### src/rtl/image_stream_pkg.sv
// Shared types and sizing helpers for the image stream producer.
// Holds the source-select enum, checkerboard cell size and pipeline tag layout.
package image_stream_pkg;

    typedef enum logic [1:0] {
        MODE_ROM   = 2'd0,
        MODE_GRAD  = 2'd1,
        MODE_CHECK = 2'd2,
        MODE_SOLID = 2'd3
    } mode_e;

    // Checkerboard cell edge in source pixels, and the source-coordinate bit that toggles it.
    localparam int unsigned CHECK_CELL = 8;
    localparam int unsigned CHECK_LOG2 = $clog2(CHECK_CELL);

    // Side data that travels alongside the ROM read.
    typedef struct packed {
        logic in_px;
        logic sof;
        logic eol;
        logic last_line;
        logic is_rom;
    } px_tag_t;

    function automatic int unsigned src_w_of(input int unsigned width, input int unsigned shift);
        return width >> shift;
    endfunction

    function automatic int unsigned src_h_of(input int unsigned height, input int unsigned shift);
        return height >> shift;
    endfunction

    function automatic int unsigned lat_of(input int unsigned rom_latency);
        return rom_latency + 2;
    endfunction

endpackage

### src/rtl/image_stream_producer_pipe_delay.sv
// Fixed-depth shift register with synchronous active-low clear.
// Aligns stage-0 side data with the ROM read data.
module pipe_delay #(
    parameter int unsigned W     = 1,
    parameter int unsigned DEPTH = 1
) (
    input  logic         clk,
    input  logic         clr_n,
    input  logic [W-1:0] d,
    output logic [W-1:0] q
);

    localparam int unsigned TOT_W = W * DEPTH;

    logic [TOT_W-1:0] stage_q;
    logic [TOT_W-1:0] stage_d;

    // Shift in at the bottom; the truncating cast drops the oldest entry.
    always_comb begin
        stage_d = TOT_W'({stage_q, d});
    end

    always_ff @(posedge clk) begin
        if (!clr_n) begin
            stage_q <= '0;
        end else begin
            stage_q <= stage_d;
        end
    end

    assign q = stage_q[TOT_W-1 -: W];

endmodule

### src/rtl/image_stream_producer.sv
// Raster pixel source: turns sync position into an aligned pixel stream taken from
// an external image ROM (with integer upscaling) or from internal test patterns.
module image_stream_producer
    import image_stream_pkg::*;
#(
    parameter int unsigned WIDTH       = 640,
    parameter int unsigned HEIGHT      = 480,
    parameter int unsigned PIX_W       = 8,
    parameter int unsigned CNT_W       = 10,
    parameter int unsigned SCALE_SHIFT = 0,
    parameter int unsigned ROM_LATENCY = 1,
    parameter int unsigned ADDR_W      = 19
) (
    input  logic              clk,
    input  logic              reset,
    input  logic [CNT_W-1:0]  hcount,
    input  logic [CNT_W-1:0]  vcount,
    input  logic              visible,
    input  logic [1:0]        mode_in,
    input  logic [PIX_W-1:0]  solid_value,
    output logic [ADDR_W-1:0] rom_addr,
    input  logic [PIX_W-1:0]  rom_q,
    output logic [PIX_W-1:0]  pixel_out,
    output logic              valid,
    output logic              sof,
    output logic              eol,
    output logic [15:0]       frame_count
);

    localparam int unsigned SRC_W = src_w_of(WIDTH, SCALE_SHIFT);
    // Checker bit in raster coordinates: source bit CHECK_LOG2 after the upscale shift.
    localparam int unsigned CHK_IDX = CHECK_LOG2 + SCALE_SHIFT;
    localparam logic [CNT_W-1:0] ROW_MASK = CNT_W'((1 << SCALE_SHIFT) - 1);

    logic              fs;
    logic              in_px;
    mode_e             mode_eff;
    logic [CNT_W-1:0]  src_x;
    logic [ADDR_W-1:0] base;

    logic              armed_q, armed_d;
    logic              visible_q, visible_d;
    mode_e             mode_q, mode_d;
    logic [ADDR_W-1:0] line_base_q, line_base_d;
    logic [ADDR_W-1:0] rom_addr_q, rom_addr_d;
    logic [PIX_W-1:0]  pat_q, pat_d;
    px_tag_t           tag_q, tag_d;
    logic [PIX_W-1:0]  pixel_q, pixel_d;
    logic              valid_q, valid_d;
    logic              sof_q, sof_d;
    logic              eol_q, eol_d;
    logic [15:0]       frame_count_q, frame_count_d;

    logic [PIX_W-1:0]  pat_dly;
    px_tag_t           tag_dly;

    always_comb begin
        fs       = visible && (hcount == '0) && (vcount == '0);
        in_px    = (armed_q || fs) && visible &&
                   (hcount < CNT_W'(WIDTH)) && (vcount < CNT_W'(HEIGHT));
        mode_eff = fs ? mode_e'(mode_in) : mode_q;
        src_x    = hcount >> SCALE_SHIFT;
        // The FS pixel must address row 0 even though line_base clears on this same edge.
        base     = fs ? '0 : line_base_q;

        armed_d   = armed_q | fs;
        visible_d = visible;
        mode_d    = mode_eff;

        line_base_d = line_base_q;
        if (fs) begin
            line_base_d = '0;
        end else if (visible_q && !visible && ((vcount & ROW_MASK) == ROW_MASK)) begin
            line_base_d = line_base_q + ADDR_W'(SRC_W);
        end

        rom_addr_d = in_px ? (base + ADDR_W'(src_x)) : rom_addr_q;

        case (mode_eff)
            MODE_GRAD:  pat_d = PIX_W'(src_x);
            MODE_CHECK: pat_d = (hcount[CHK_IDX] ^ vcount[CHK_IDX]) ? '1 : '0;
            MODE_SOLID: pat_d = solid_value;
            default:    pat_d = '0;
        endcase

        tag_d           = '0;
        tag_d.in_px     = in_px;
        tag_d.sof       = fs;
        tag_d.eol       = in_px && (hcount == CNT_W'(WIDTH - 1));
        tag_d.last_line = (vcount == CNT_W'(HEIGHT - 1));
        tag_d.is_rom    = (mode_eff == MODE_ROM);

        // Output stage: data and markers leave together, gated by the delayed in_px.
        valid_d = tag_dly.in_px;
        sof_d   = tag_dly.in_px & tag_dly.sof;
        eol_d   = tag_dly.in_px & tag_dly.eol;
        pixel_d = pixel_q;
        if (tag_dly.in_px) begin
            pixel_d = tag_dly.is_rom ? rom_q : pat_dly;
        end

        frame_count_d = frame_count_q;
        if (tag_dly.in_px && tag_dly.eol && tag_dly.last_line) begin
            frame_count_d = frame_count_q + 16'd1;
        end
    end

    always_ff @(posedge clk) begin
        if (!reset) begin
            armed_q       <= 1'b0;
            visible_q     <= 1'b0;
            mode_q        <= MODE_ROM;
            line_base_q   <= '0;
            rom_addr_q    <= '0;
            pat_q         <= '0;
            tag_q         <= '0;
            pixel_q       <= '0;
            valid_q       <= 1'b0;
            sof_q         <= 1'b0;
            eol_q         <= 1'b0;
            frame_count_q <= '0;
        end else begin
            armed_q       <= armed_d;
            visible_q     <= visible_d;
            mode_q        <= mode_d;
            line_base_q   <= line_base_d;
            rom_addr_q    <= rom_addr_d;
            pat_q         <= pat_d;
            tag_q         <= tag_d;
            pixel_q       <= pixel_d;
            valid_q       <= valid_d;
            sof_q         <= sof_d;
            eol_q         <= eol_d;
            frame_count_q <= frame_count_d;
        end
    end

    pipe_delay #(.W(PIX_W), .DEPTH(ROM_LATENCY)) u_pat_dly (
        .clk   (clk),
        .clr_n (reset),
        .d     (pat_q),
        .q     (pat_dly)
    );

    pipe_delay #(.W($bits(px_tag_t)), .DEPTH(ROM_LATENCY)) u_tag_dly (
        .clk   (clk),
        .clr_n (reset),
        .d     (tag_q),
        .q     (tag_dly)
    );

    assign rom_addr    = rom_addr_q;
    assign pixel_out   = pixel_q;
    assign valid       = valid_q;
    assign sof         = sof_q;
    assign eol         = eol_q;
    assign frame_count = frame_count_q;

endmodule

### config.mk
export PLATFORM = sky130hd
export DESIGN_NAME = image_stream_producer
export DESIGN_NICKNAME = d
export VERILOG_FILES = /design/src/rtl/image_stream_pkg.sv /design/src/rtl/image_stream_producer_pipe_delay.sv /design/src/rtl/image_stream_producer.sv
export SDC_FILE = /design/constraint.sdc
export NUM_CORES = 1
export LEC_CHECK = 0
export CORE_ASPECT_RATIO = 1.4
export CORE_MARGIN = 2
export CORE_UTILIZATION = 51
export CTS_CLUSTER_DIAMETER = 150
export CTS_CLUSTER_SIZE = 40
export DETAILED_ROUTE_END_ITERATION = 16
export MAX_ROUTING_LAYER = met4
export PLACE_DENSITY = 0.85
export REMOVE_ABC_BUFFERS = 1
export SYNTH_ARGS = -nofsm -noshare
export SYNTH_HDL_FRONTEND = slang
export SYNTH_SLANG_ARGS = --single-unit
### constraint.sdc
create_clock -name clk -period 3.35 [get_ports clk]
set_clock_uncertainty 0.15 [all_clocks]
set_input_delay 0.8375 -clock clk [delete_from_list [all_inputs] [get_ports clk]]
set_output_delay 0.8375 -clock clk [all_outputs]
set_load 0.05 [all_outputs]
# == Word-level counts from Yosys, hierarchy flattened ==
# Cells that the tools add are included.
# classes
div,0
multipliers,0
n_lt_le_gt_ge,2
addsub,3
muxes,5
n_eq_ne,5
bitwise,5
n_shift,0
n_reduce_logical,15
# ops
operator,count
8-bit one-hot mux with 3 select lines,1
10-bit logical NOT,2
19-bit by 10-bit adder with 19-bit output,1
"19-bit by 10-bit adder with 19-bit output, second input constant",1
19-bit 2-to-1 mux,1
"16-bit by 1-bit adder with 16-bit output, second input constant",1
8-bit 2-to-1 mux,2
"10-bit == test, second input constant",1
"10-bit by 9-bit == test with 1-bit output, second input constant",1
"10-bit < comparator, second input constant",1
"10-bit by 9-bit < comparator with 1-bit output, second input constant",1
1-bit logical AND,9
"2-bit == test, second input constant",2
1-bit bitwise AND,2
"2-bit by 1-bit == test with 1-bit output, second input constant",1
2-bit logical NOT,1
2-bit 2-to-1 mux,1
2-bit OR reduction,1
1-bit logical NOT,1
1-bit logical OR,1
1-bit inverter,1
1-bit OR,1
1-bit bitwise XOR,1
# totals
word_cells,53
n_memories,0
romBits,0
out_inout_bits,46
latch_bits,0
mem_bits_rw,0
ff_bits,95

# == Logic depth before layout (Yosys ltp) ==
# logic_depth
word_depth,8
ltp_mapped,13
mapped_depth_nobuf,12

# == Hierarchy ==
# Synthesis repeated with hierarchy kept, for this count alone.
# hier_totals
hier_cells,442
hier_area_um2,3946.3
# by_module_without_submodules
module,cells_per_inst,area_per_inst_um2,instances
image_stream_producer,416,3604.7,1
pipe_delay at u_pat_dly,16,210.2,1
pipe_delay at u_tag_dly,10,131.4,1

# == Worst setup path before layout ==
# No wires, ideal clock.
# synth_timing
path_kind,input -> register
start,input hcount[1]
end,"register rom_addr_q[12], in the netlist rom_addr[12]"
arrival_ns,2.912
setup_slack_ns,0.187
cell_stages,12
cell_sequence,nor4_2 > and4_1 > buf_4 > nand2_2 > nand2_1 > inv_1 > ha_1 > a21o_1 > a21oi_1 > nor2_1 > xnor2_1 > o41ai_1
# synth_via
elab_chain_cells,7
# synth_lines
element,line_no,rtl
start: declaration,image_stream_producer.sv:16,"input logic [CNT_W-1:0] hcount,"
branches (longest 7 deep; another with 19-bit by 10-bit adder with 19-bit output),n/a,
end signal: assignment,image_stream_producer.sv:127,rom_addr_q <= rom_addr_d;
end: declaration,image_stream_producer.sv:45,"logic [ADDR_W-1:0] rom_addr_q, rom_addr_d;"
# Several ways; the timed one is not identified.
# A chain may end at the register's enable or synchronous reset.

# == Worst setup path after layout ==
# layout_timing
start,input hcount[6]
end,"register rom_addr_q[17], in the netlist rom_addr[17]"
# The elaborated chain is that of the path after synthesis.

==> impl_metrics.yaml <==
cts:
  cts_tree: "built"
  hold_buffers: 0
  numCtsBuffers: 9
  htreeDepth: 3
  cts_sinks: 88
  cts_root_buffer: "clkbuf_8"
  clock_latency_ns: 0.35
  clockBufferDepth: 2
  cts.clk_slew.worst_paths_ns: 0.09
global_routing:
  grt_max_degree: 39
  grt.overflow.total: 0
  antenna_found_initial: 0
  grt_pass1_wl_um: 16500
  track_usage: 0.253
  grt_pass1_vias: 3506
floorplan:
  num_rows: 38
  die_h_um: 109
  die-area_um2: 8560
  coreArea_um2: 7650
  boundaryPins: 87
  fp.dieW_um: 78.8
  initial_core_util: 0.522
yosys:
  synth_top_area_frac: 0.441
  synth_mux_area_frac: 0.0251
  ys_seq_area_frac: 0.441
  yosysMostFrequentCell: "dfxtp_1"
  synth_seq_cells: 88
  synth_area_leaders: "dfxtp_1, xnor2_1, nor2_1"
  ys_types: 55
  synth_top_family_by_area: "simple AND/OR/NAND/NOR gates"
  syn-cell-area_um2: 3990
  synth-adder-area-share: 0.0207
  synth_simple_gate_area_frac: 0.243
  yosysWarningCount: 0
  synth-xor-area-share: 0.0768
  synth_ff_type: "dfxtp_1"
  yosys.area.top_type: "dfxtp_1"
  synth_edf_count: 0
  synth_compound_gate_area_share: 0.152
  syn_area_per_cell_um2: 9.18
  async_flop_share: 0
  syn_inst: 435
  ys_top_cells_by_count: "dfxtp_1, nor2_1, a21oi_1, nand2_1, xnor2_1"
critical_path:
  path_class: "primary input to register"
  crit_path_max_fanout: 4
  arrival_ns: 3.39
  cp.required_ns: 3.49
  start_kind: "primary input"
  worst_setup_path_end_kind: "register"
sta:
  slew_viol_final: 0
  fin_crit_sh: 0.970
  hold_viol: 0
  fmax_ghz: 0.308
  whs_ns: 0.287
  finalSetupViolations: 0
  slew_headroom: 0.559
  period_needed_ns: 3.25
  worst_pin_slew_ns: 0.661
  setup_ws_ns: 0.100
detailed_routing:
  num_vias: 3665
  route.antenna.remaining_nets: 0
  routed_wl_um: 10400
  via_per_inst: 5.65
  drt_iter0_drc: 184
  wl_per_cell_um: 16.0
  first_pass_iters: 5
  drc: 0
flow_run:
  cap_violations: 0
layout:
  nNetsFinal: 591
  diodes: 0
  drive_above_1_share: 0.138
  syn2layout_area_growth_pct: 35.6
worst_hold_path:
  worstHoldPathType: "register to register"
place:
  place_ws_ns: -0.417
  hpwlAfterDp_um: 7770
  gp_congestion: 0.898
  port_buffers: 86
run_status:
  status: "completed"
pwr:
  leakagePower_nw: 2.01
  p_per_area_nw_per_um2: 378
  ir_drop_mv: 0.285
timing repair:
| action | CTS | global route |
|---|---|---|
| setup buffers | 0 | 2 |
| gates resized for setup | 2 | 10 |
| setup endpoints to repair | 2 | 9 |
| pin swaps | 0 | 5 |
| endpoints found under the hold margin | 0 | 0 |
area by class of cell:
class | count | area (µm²)
clock inverters | 6 | 90.1
multi-input cells | 313 | 2120
repair buffers | 123 | 1150
well taps | 100 | 125
clock buffers | 10 | 138
inverters | 9 | 33.8
flip-flops and latches | 88 | 1760
fillers | 573 | 2240
cells in the final DEF (no fill, tap or decap), types with 2 or more instances in the layout:
master	netlist	routed
a211oi_1	8	8
a21o_1	4	4
a21oi_1	26	25
a311oi_1	8	8
and2_1	19	19
and3_1	6	6
and4_1	4	4
buf_4	6	37
bufinv_16	0	2
clkbuf_8	0	10
clkdlybuf4s50_1	0	82
dfxtp_1	88	88
dlymetal6s2s_1	0	4
ha_1	5	5
inv_1	9	9
mux2i_1	10	10
nand2_1	24	24
nand2b_1	3	3
nand3_1	19	19
nand4_1	16	16
nor2_1	44	44
nor2b_1	11	10
nor3_1	4	4
nor3b_1	2	2
nor4_1	4	4
nor4_4	1	4
o211ai_1	4	4
o21ai_0	4	3
o21ai_1	22	23
o22ai_1	3	3
or3_1	2	2
xnor2_1	23	23
xor2_1	12	12
layer usage:
layer,global-route usage,part of all wire
met1,0.267,0.38
met2,0.455,0.52
met3,0.0397,0.061
met4,0.125,0.036
met5,-,0
critical path, stage by stage:
cell and delay, ns:
clkdlybuf4s50_1 0.48, nor4_4 0.31, and4_1 0.27, nand2_2 0.08, and2_1 0.17, ha_1 0.36
nor2b_2 0.27, o211ai_1 0.15, xnor2_1 0.17, nand4_1 0.12, a21oi_1 0.16
state kept, by name (all words and copies together) (netlist names):
name and flops:
rom_addr 19, frame_count 16, line_base_q 12, pat_q 8, pixel_out 8, u_pat_dly.q 8, tag_q 5, u_tag_dly.q 5
mode_q 2, armed_q 1, eol 1, sof 1, valid 1, visible_q 1
kinds of logic after synthesis:
group | after synthesis
mux | 10
compound gates | 90
flops | 88
fa+ha+maj | 6
simple gates | 172
buf+inv | 34
xor+xnor | 35
final timing paths:
| path | start | endpoint | slack (ns) | depth (start not counted) |
|---|---|---|---|---|
| worst min-delay path | tag_q[3] | u_tag_dly.q[3] | 0.29 | 1 |
| worst max register to register | u_tag_dly.q[4] | frame_count[15] | 1.07 | 5 |
| worst max-delay path | hcount[6] | rom_addr[17] | 0.10 | 11 |
| worst min register to register | tag_q[3] | u_tag_dly.q[3] | 0.29 | 1 |
metrics by stage:
step	total power, W	setup TNS [ns]	util	cells	instance area, µm²
floorplan	0.00113	-0.0543	-	410	3860
global placement	0.00123	-2.18	0.668	631	5110
detailed placement	0.00124	-2.99	0.668	631	5110
CTS	0.00205	0	0.699	647	5350
global route	0.00211	-0.000424	0.707	649	5410
finish	0.00205	0	0.707	649	5410
power breakdown:
part,internal [W],switching [W]
combinational,0.0000874,0.0000798
sequential,0.00105,0.00000560
clock,0.000443,0.000382
No activity file was read; power rests on OpenSTA's default activity.
